<file path="src/rtl/mac_accum_stage.sv">
`default_nettype none
// ============================================================================
// Module   : mac_accum_stage
// Summary  : Sums runs of LEN MAC results into a saturating accumulator and
//            presents each run total on a valid/ready output port.
// Revision : 1.0 - initial release
// ============================================================================
module mac_accum_stage #(
    parameter int IN_WIDTH  = 8,
    parameter int ACC_WIDTH = 10,
    parameter int CNT_WIDTH = 4
) (
    input  logic                 clk,
    input  logic                 reset,
    input  logic                 start,
    input  logic [CNT_WIDTH-1:0] len,
    input  logic                 in_valid,
    input  logic [IN_WIDTH-1:0]  in_data,
    output logic                 in_ready,
    output logic                 out_valid,
    output logic [ACC_WIDTH-1:0] out_data,
    output logic                 out_sat,
    input  logic                 out_ready,
    output logic                 busy,
    output logic                 len_err
);

    typedef enum logic [1:0] {
        ST_IDLE  = 2'd0,
        ST_ACCUM = 2'd1,
        ST_HOLD  = 2'd2
    } state_t;

    state_t               r_state;
    logic [ACC_WIDTH-1:0] r_acc;
    logic [CNT_WIDTH-1:0] r_remaining;
    logic                 r_sat;
    logic                 r_out_valid;
    logic [ACC_WIDTH-1:0] r_out_data;
    logic                 r_out_sat;
    logic                 r_len_err;

    logic [ACC_WIDTH:0]   w_sum;
    logic [ACC_WIDTH-1:0] w_acc_next;
    logic                 w_sat_next;
    logic                 w_accept;
    logic                 w_start_ok;
    logic                 w_start_zero;

    // One extra bit of headroom exposes the overflow for clamping.
    assign w_sum        = {1'b0, r_acc} + {{(ACC_WIDTH + 1 - IN_WIDTH){1'b0}}, in_data};
    assign w_acc_next   = w_sum[ACC_WIDTH] ? {ACC_WIDTH{1'b1}} : w_sum[ACC_WIDTH-1:0];
    assign w_sat_next   = r_sat | w_sum[ACC_WIDTH];
    assign w_accept     = in_valid && (r_state == ST_ACCUM);
    assign w_start_ok   = start && (len != '0);
    assign w_start_zero = start && (len == '0);

    always_ff @(posedge clk) begin
        if (reset) begin
            r_state     <= ST_IDLE;
            r_acc       <= '0;
            r_remaining <= '0;
            r_sat       <= 1'b0;
            r_out_valid <= 1'b0;
            r_out_data  <= '0;
            r_out_sat   <= 1'b0;
            r_len_err   <= 1'b0;
        end else begin
            r_len_err <= 1'b0;
            case (r_state)
                ST_IDLE: begin
                    if (w_start_ok) begin
                        r_state     <= ST_ACCUM;
                        r_acc       <= '0;
                        r_sat       <= 1'b0;
                        r_remaining <= len;
                    end else if (w_start_zero) begin
                        r_len_err <= 1'b1;
                    end
                end
                ST_ACCUM: begin
                    if (w_accept) begin
                        r_acc       <= w_acc_next;
                        r_sat       <= w_sat_next;
                        r_remaining <= r_remaining - 1'b1;
                        if (r_remaining == {{(CNT_WIDTH-1){1'b0}}, 1'b1}) begin
                            r_out_valid <= 1'b1;
                            r_out_data  <= w_acc_next;
                            r_out_sat   <= w_sat_next;
                            r_state     <= ST_HOLD;
                        end
                    end
                end
                ST_HOLD: begin
                    // Result stays frozen until the consumer takes it; a
                    // qualifying start on the handshake chains the next run.
                    if (out_ready) begin
                        r_out_valid <= 1'b0;
                        if (w_start_ok) begin
                            r_state     <= ST_ACCUM;
                            r_acc       <= '0;
                            r_sat       <= 1'b0;
                            r_remaining <= len;
                        end else begin
                            r_state <= ST_IDLE;
                            if (w_start_zero) begin
                                r_len_err <= 1'b1;
                            end
                        end
                    end
                end
                default: begin
                    r_state <= ST_IDLE;
                end
            endcase
        end
    end

    assign in_ready  = (r_state == ST_ACCUM);
    assign busy      = (r_state != ST_IDLE);
    assign out_valid = r_out_valid;
    assign out_data  = r_out_data;
    assign out_sat   = r_out_sat;
    assign len_err   = r_len_err;

endmodule
`default_nettype wire

</file>
<file path="config.mk">
export PLATFORM = sky130hd
export DESIGN_NAME = mac_accum_stage
export DESIGN_NICKNAME = d
export VERILOG_FILES = /design/src/rtl/mac_accum_stage.sv
export SDC_FILE = /design/constraint.sdc
export NUM_CORES = 1
export LEC_CHECK = 0
export CORE_MARGIN = 2
export CORE_UTILIZATION = 28
export CTS_CLUSTER_SIZE = 8
export DETAILED_ROUTE_END_ITERATION = 7
export GPL_TIMING_DRIVEN = 0
export SETUP_SLACK_MARGIN = 0.02
export SLEW_MARGIN = 5
export SYNTH_ARGS = -nofsm -noshare
export SYNTH_HDL_FRONTEND = slang
export SYNTH_SLANG_ARGS = --single-unit
</file>
<file path="constraint.sdc">
create_clock -name clk -period 3.33 [get_ports clk]
set_input_delay 0.4995 -clock clk [delete_from_list [all_inputs] [get_ports clk]]
set_output_delay 0.4995 -clock clk [all_outputs]
set_load 0.05 [all_outputs]
</file>
---- Word level (Yosys, flattened, before mapping) ----
Cells that the tools add are included.
cells by class
  muxes and demuxes ....................... 27
  add/subtract/negate cells ............... 2
  equal/unequal tests ..................... 7
  reduce and logical (&&, ||, !) cells .... 13
  bitwise operators ....................... 1
operators with widths
  cell                                                 count
  2-to-1 mux 10 bit                                    4
  one-hot mux 10 bit (3 select lines)                  1
  2-to-1 mux 4 bit                                     3
  one-hot mux 4 bit (3 select lines)                   1
  adder 10 x 8 -> 11 bit                               1
  2-to-1 mux 1 bit                                     10
  2-to-1 mux 2 bit                                     4
  AND reduction 4 bit                                  2
  one-hot mux 2 bit (3 select lines)                   1
  AND reduction 3 bit                                  2
  equality test 4 x 1 -> 1 bit, second input constant  1
  logical NOT 4 bit                                    1
  != test 2 x 1 -> 1 bit, second input constant        2
  != test 2 bit, second input constant                 2
  one-hot mux 1 bit (2 select lines)                   2
  nonzero test 2 bit                                   2
  nonzero test 4 bit                                   1
  subtractor 4 x 1 -> 4 bit, second input constant     1
  logical AND 1 bit                                    3
  one-hot mux 1 bit (3 select lines)                   1
  nonzero test 3 bit                                   1
  equality test 2 x 1 -> 1 bit, second input constant  1
  equality test 2 bit, second input constant           1
  logical NOT 2 bit                                    1
  OR 1 bit                                             1
word-level totals
  register bits ........................... 30
  input port bits ......................... 17

---- Logic depth before layout (Yosys ltp) ----
Gate-level depths: netlist (run 1).
  depth in word-level cells ............... 6
  depth in mapped cells ................... 8
  mapped depth without buffers ............ 7

---- Worst setup path after synthesis (run 1) ----
OpenSTA, ideal clock, no wires.
  path type ............................... input-to-reg
  start point ............................. in in_data[0]
  end point ............................... reg r_out_data[2] (netlist: out_data[2])
  data required time ...................... 3.197 ns
  stages .................................. 8
  path buffers ............................ 1
  arrival time ............................ 2.085 ns
  slack ................................... 1.112 ns
  path through ............................ ha_1 > fa_1 > a21o_1 > a221oi_4 > o32ai_2 > buf_6 > nor2_1 > a211oi_1
on the way
  longest elaborated chain between the ends .. 2
RTL lines
  what                    RTL line  text
  start: declaration      18        input logic [IN_WIDTH-1:0] in_data,
  adder 10 x 8 -> 11 bit  51        assign w_sum = {1'b0, r_acc} + {{(ACC_WIDTH + 1 - IN_WIDTH){1'b0}}, in_data};
  2-to-1 mux 10 bit       52        assign w_acc_next = w_sum[ACC_WIDTH] ? {ACC_WIDTH{1'b1}} : w_sum[ACC_WIDTH-1:0];
  end signal: assignment  88        r_out_data <= w_acc_next;
  end: declaration        39        logic [ACC_WIDTH-1:0] r_out_data;
Every way passes these cells.
A chain may end at the register's enable or synchronous reset.

---- Worst setup path in the final report (run 1) ----
Ends and elaborated chain as after synthesis.

==> summary.md, run 1 <==
| Metric | Value |
|---|---|
| Starting density of the core | 0.2912 |
| Clk sink count | 30 |
| Avg Vias per Cell | ~5.0 |
| Die Area | between 6000 and 7000 um^2 |
| Synth area leader | dfxtp_1 |
| Grt total ovfl | 0 |
| Met2 wire len | 1.899 mm |
| Post-route DRC | 0 |
| First-pass GRT wire length | 6.962 mm |
| Largest fanout on the critical path | 10 |
| Post-DP Area | 2138 um^2 |
| Ys async rst share | 0 |
| Crit path time final | 2.545 ns |
| HPWL Detailed | 3.196 mm |
| Fraction of layout cells with a size suffix above 1 | 0.1176 |
| I/O Pins | 32 |
| Synth Cell Area | 1734 um^2 |
| Setup CP Type | in2reg |
| Warnings, synthesis | 0 |
| Setup-failing EPs final | 0 |
| Largest net degree at the start of global routing | 11 |
| Nets | 265 |
| Max cap viols | 0 |
| Site row count | 28 |
| Min-Delay Path Class | reg2reg |
| Core area | 5956 um^2 |
| Via count | 1570 |
| Post-synthesis register bit count | 30 |
| Slew HR | 0.6159 |
| RSZ-0062 raised after global routing | false |
| Final Hold Fails | 0 |
| Crit path DAT | 2.70 ns |
| H-tree depth | 2 |
| Root buf cell | clkbuf_8 |
| Clock tree buffer depth | 2 |
| Area Growth Syn to Fin | 28.79% |
| Clk Latency, worst-skew pair | 0.29 ns |
| Ant diodes | 0 |
| CTS tree | done |
| EDFF count, synth | 0 |
| M1 wire length | about 2.0 mm |
| WL per Instance | 13.18 um |
| Run status | complete, no violations |
| Drt first pass iters | 4 |
| Post-Syn Instances | between 150 and 200 |
| Static leakage | 0.8072 nW |
| Gpl congestion | 0.8431 |
| Largest cells by area after synthesis | dfxtp_1 (35%), ha_1 (7.2%), a21oi_1 (5.5%) |
| Average size of a mapped cell | 8.714 um^2 |
| Worst setup SP type | primary input |
| Pre-CTS setup slack | 0.4586 ns |
| Inserted Clock Buffers | 5 |
| Post-synth top area share | 0.3463 |
| PwrDens | 393.2 nW/um^2 |
| Filler Cells Inserted | 635 |
| Syn_nets | 227 |
| Period Utilization, post-route | 0.7643 |
| Post-CTS Setup Bufs | 0 |
| FMAX | 392.9 MHz |
| Gates resized, CTS repair | 0 |
| Met3 WL post-DR | 199 um |
| Seq/Total Area, Yosys | 0.3463 |
| Number of global-route vias before repair | 1519 |
| GRT Total Usage | 0.1329 |
| Die Ht | 82.70 um |
| Setup_tns | 0 ns |
| DRT iter0 DRCs | 78 |
| Yosys cell types | 53 |
| DRT antenna net count | 0 |
| Clock Pin Slew Worst Setup and Hold Paths | 0.07 ns |
| Primary FF master, synth | dfxtp_1 |
| Final WS setup | 0.7848 ns |
| Fin area | 2233 um^2 |
| Count of input and output buffers | 31 |
| Peak supply drop | 0.1443 mV |
| Top routing layer in use | met4 |
| Worst path required time | ~3.5 ns |
| Hold_buf cts | 0 |
| Initial antenna violation count | 0 |
| Routed WL | 4.124 mm |
| Final Skew | just under 0.008 ns |
| Setup crit end kind | flop |
| Slew at the pin closest to its max-slew limit | 0.5762 ns |
| Slew Viols, Final | 0 |
| Die W | between 80 and 90 um |
critical path, stage by stage:
cell	delay, ns
clkdlybuf4s50_1	0.41
ha_1	0.23
fa_1	0.42
a21o_1	0.24
a221oi_4	0.33
o32ai_2	0.16
buf_6	0.17
nor2_1	0.14
a211oi_1	0.09
registers in the layout, indices dropped and copies added, names as in the netlist:
register / flops
len_err: 1
out_data: 10
out_sat: 1
out_valid: 1
r_acc: 10
r_remaining: 4
r_sat: 1
r_state: 2
where the power goes:
group / internal, mW / switching [mW]
Combinational: 0.0781 / 0.107
Clock: 0.166 / 0.142
Sequential: 0.373 / 0.0123
Total: 0.617 / 0.261
final cells by class:
| cell class | instances | area [um^2] | share of cell area |
|---|---|---|---|
| tap | 75 | 93.84 | 0.04202 |
| clock inverter | 2 | 12.51 | 0.005602 |
| multi-input combinational | 156 | 1074 | 0.4807 |
| clock buffer | 6 | 82.58 | 0.03697 |
| sequential | 30 | 600.6 | 0.2689 |
| buffer | 7 | 37.54 | 0.01681 |
| inverter | 6 | 22.52 | 0.01008 |
| timing repair buffer | 31 | 310.3 | 0.1389 |
path summary, 6_finish.rpt:
kind / from / to / slack [ns] / depth (start not counted)
min: r_acc[4] / r_acc[4] / 0.45 / 2
max: in_data[0] / out_data[2] / 0.78 / 9
max reg2reg: r_acc[0] / out_data[2] / 1.12 / 8
min reg2reg: r_acc[4] / r_acc[4] / 0.45 / 2
cell usage after synthesis (4+ instances only):
| library cell | number |
|---|---|
| ha_1 | 10 |
| o21ai_0 | 9 |
| nor3_1 | 7 |
| a211oi_1 | 8 |
| nand2b_1 | 4 |
| a21o_1 | 4 |
| nor2_1 | 20 |
| dfxtp_1 | 30 |
| nand2_1 | 15 |
| o21a_1 | 6 |
| a21oi_1 | 19 |
| inv_1 | 5 |
stage by stage:
step	instances	hold slack [ns]	power [mW]	util
after global routing	313	0.4877	0.9207	0.3750
after floorplan	199	0.4291	0.5166	-
after detailed placement	305	0.4507	0.5795	0.3590
final	313	0.4538	0.8781	0.3750
after CTS	313	0.4604	0.8871	0.3750
after global placement	305	0.4462	0.5765	0.3590
per-layer routing:
layer	up-vias	track usage
li1	813	-
met1	723	0.1634
met2	28	0.2226
met3	6	0.04239
met4	0	0.03770
met5	-	0
placed cells by master (no fill, tap or decap), types with 2 or more instances in the layout:
cell,netlist,routed
o21a_1,6,6
nor2_1,20,20
nor3_1,7,7
inv_1,5,5
clkbuf_8,0,6
a311oi_1,2,2
nand2b_4,2,2
a21o_1,4,4
a211oi_1,8,8
dfxtp_1,30,30
o21ai_1,3,3
nand3_1,3,3
nor3b_1,2,2
xnor2_1,3,3
clkdlybuf4s50_1,0,31
nand2b_1,4,4
o211ai_1,2,2
or2_2,2,2
or3_1,2,2
nor4_1,3,3
clkbuf_1,3,3
a21oi_1,19,19
nand2_1,15,15
nand4_1,3,3
o21ai_0,9,9
buf_2,3,3
nor2_2,2,2
ha_1,10,10
cell families after synthesis:
logic type	after synthesis	share of synthesized area
flops	30	0.3463
xor+xnor	4	0.02021
fa+ha+maj	11	0.08369
simple gates	74	0.2330
compound gates	67	0.2821
buf+inv	13	0.03463
Power figures use the tool's default switching activity.
==> run 2, diff against run 1 <==
- clock period: 3.33 -> 2.1 ns (I/O delays scaled with it)
==> run 2 against run 1 <==
The flow now finishes with violations (setup timing). Critical path depth down 1. Via count is 5.0% higher. First-iteration DRC count shrank 29%. Flip-flop and latch count unchanged. Total power up 63%. Worst hold slack improved by 0.00097 ns. Combinational power increased by 78%. Global-route usage grew 0.61 points. Routed wire length up 7.3%. Largest power group unchanged.
==> summary.md, run 2 (same netlist as run 1, synthesis figures left out) <==
| Metric | Value |
|---|---|
| Run status | finished, violations left |
| Failing checks | setup timing |
| Hold WS | 0.4548 ns |
| Register area | 601.8 um^2 |
| Largest fanout on the critical path | 7 |
| Clk Latency, worst-skew pair | 0.29 ns |
| Site row count | 28 |
| FMAX | roughly 480 MHz |
| GRT Total Usage | 0.1391 |
| Inserted Clock Buffers | 5 |
| Setup-failing EPs final | 2 |
| Worst path required time | 2.25 ns |
| Min-Delay Path Class | reg2reg |
| Final WS setup | -0.004156 ns |
| Gpl congestion | 0.8431 |
| Critical path's top delay family | compound AO/OA/AOI/OAI gates |
| H-tree depth | 2 |
| Clock tree buffer depth | 2 |
| WL per Instance | 13.87 um |
| Setup crit end kind | flop |
| Routed WL | around 4.4 mm |
| Count of input and output buffers | 31 |
| Pre-CTS setup slack | -0.5869 ns |
| Clock Pin Slew Worst Setup and Hold Paths | roughly 0.07 ns |
| Post-DP Area | 2138 um^2 |
| DRT antenna net count | 0 |
| Cell chain of the critical path | clkdlybuf4s50_1, ha_2, a21o_1, a221oi_4, o32ai_4, buf_6, nor2_4, a211oi_1 |
| Final Hold Fails | 0 |
| First-pass GRT wire length | roughly 7.3 mm |
| Crit path time final | 2.104 ns |
| Largest stage delay, worst path | 0.47 ns |
| Nets | 271 |
| Slew HR | 0.5802 |
| Via count | 1648 |
| Static leakage | 0.8509 nW |
| CP bufs+invs | 2 |
| Crit path DAT | 2.25 ns |
| Die Area | 6839 um^2 |
| Slew Viols, Final | 0 |
| Slew at the pin closest to its max-slew limit | 0.6297 ns |
| Worst setup SP type | primary input |
| Area Growth Syn to Fin | 38.31% |
| Drt first pass iters | 4 |
| Grt total ovfl | 0 |
| Starting density of the core | 0.2912 |
| Max cap viols | 0 |
| RSZ-0062 raised after global routing | true |
| Ant diodes | 0 |
| Largest net degree at the start of global routing | 11 |
| Fin area | 2399 um^2 |
| DRT iter0 DRCs | 55 |
| CTS tree | done |
| Leading cell type in the layout, fill and taps excluded | dfxtp_1 |
| Post-route DRC | 0 |
| Die W | 82.70 um |
| Avg Vias per Cell | 5.166 |
| Hold_buf cts | 0 |
| I/O Pins | 32 |
| Final Skew | 0.009436 ns |
| Period Utilization, post-route | 1.002 |
| Filler Cells Inserted | between 600 and 700 |
| Slowest CP cell | clkdlybuf4s50_1 |
| Fraction of layout cells with a size suffix above 1 | 0.2090 |
| Number of global-route vias before repair | 1577 |
| Core area | 5956 um^2 |
| Setup CP Type | in2reg |
| Initial antenna violation count | 0 |
| Die Ht | 82.70 um |
| PwrDens | 597.5 nW/um^2 |
| Clk sink count | 30 |
| HPWL Detailed | 3.196 mm |
| Multi-input logic area | 1194 um^2 |
| Peak supply drop | around 0.24 mV |
| Most frequent cells in the layout | dfxtp_1 (29), clkdlybuf4s50_1 (27), a21oi_1 (18) |
| Root buf cell | clkbuf_8 |
## run 2: metal layers
metal | vias to the layer above | GRT usage | share of wire
met4 | 0 | 0.03770 | 0.0099
met3 | 6 | 0.04239 | 0.051
met1 | 778 | 0.1667 | 0.46
met2 | 34 | 0.2403 | 0.48
li1 | 830 | - | -
met5 | - | 0 | 0
## run 2: timing repair
item                                    in CTS  in global routing
pin swaps                                    9                 13
gates cloned                                 1                  0
gates resized for setup                     25                 13
buffers inserted                             3                  2
endpoints found under the setup margin      24                 22
## run 2: final cells by class
| cell class | count | share of cell area |
|---|---|---|
| buffer | 7 | 0.01565 |
| multi-input combinational | 156 | 0.4977 |
| inverter | 6 | 0.009390 |
| clock buffer | 6 | 0.03443 |
| clock inverter | 2 | 0.005216 |
| tap | 75 | 0.03912 |
| sequential | 30 | 0.2509 |
| timing repair buffer | 37 | 0.1476 |
## run 2: power by group
part / leakage (nW) / switching [mW] / internal (mW) / total (mW)
Sequential: 0.244 / 0.0201 / 0.592 / 0.612
Clock: 0.0472 / 0.228 / 0.263 / 0.491
Combinational: 0.560 / 0.187 / 0.143 / 0.330
Total: 0.851 / 0.435 / 0.998 / 1.43
## run 2: final timing paths
path	startpoint	to	slack, ns	depth (start not counted)
worst min register to register	r_acc[4]	r_acc[4]	0.45	2
worst min-delay path	r_acc[4]	r_acc[4]	0.45	2
worst max register to register	r_acc[0]	out_data[0]	-0.004	8
worst max-delay path	in_data[4]	out_data[0]	-0.004	8
## run 2: tightest hold or removal path: cells and delay by family (launching register included)
family          cells  cell delay, ns
flops               1            0.32
simple gates        1            0.05
compound gates      1            0.05
## run 2: metrics by stage
| stage | cells | TNS (ns) | total power, mW | utilization |
|---|---|---|---|---|
| after floorplan | 199 | 0 | 0.8192 | - |
| after global placement | 305 | -11.65 | 0.9142 | 0.3590 |
| after detailed placement | 305 | -11.64 | 0.9189 | 0.3590 |
| after CTS | 317 | -0.07540 | 1.428 | 0.3908 |
| after global routing | 319 | -1.407 | 1.498 | 0.4027 |
| final | 319 | -0.006229 | 1.433 | 0.4027 |
==> run 3, diff against run 2 <==
- CTS_CLUSTER_SIZE: 8 -> default
==> results of run 3 <==
Same layout as run 2: the final DEF is identical, and so are final timing and power.
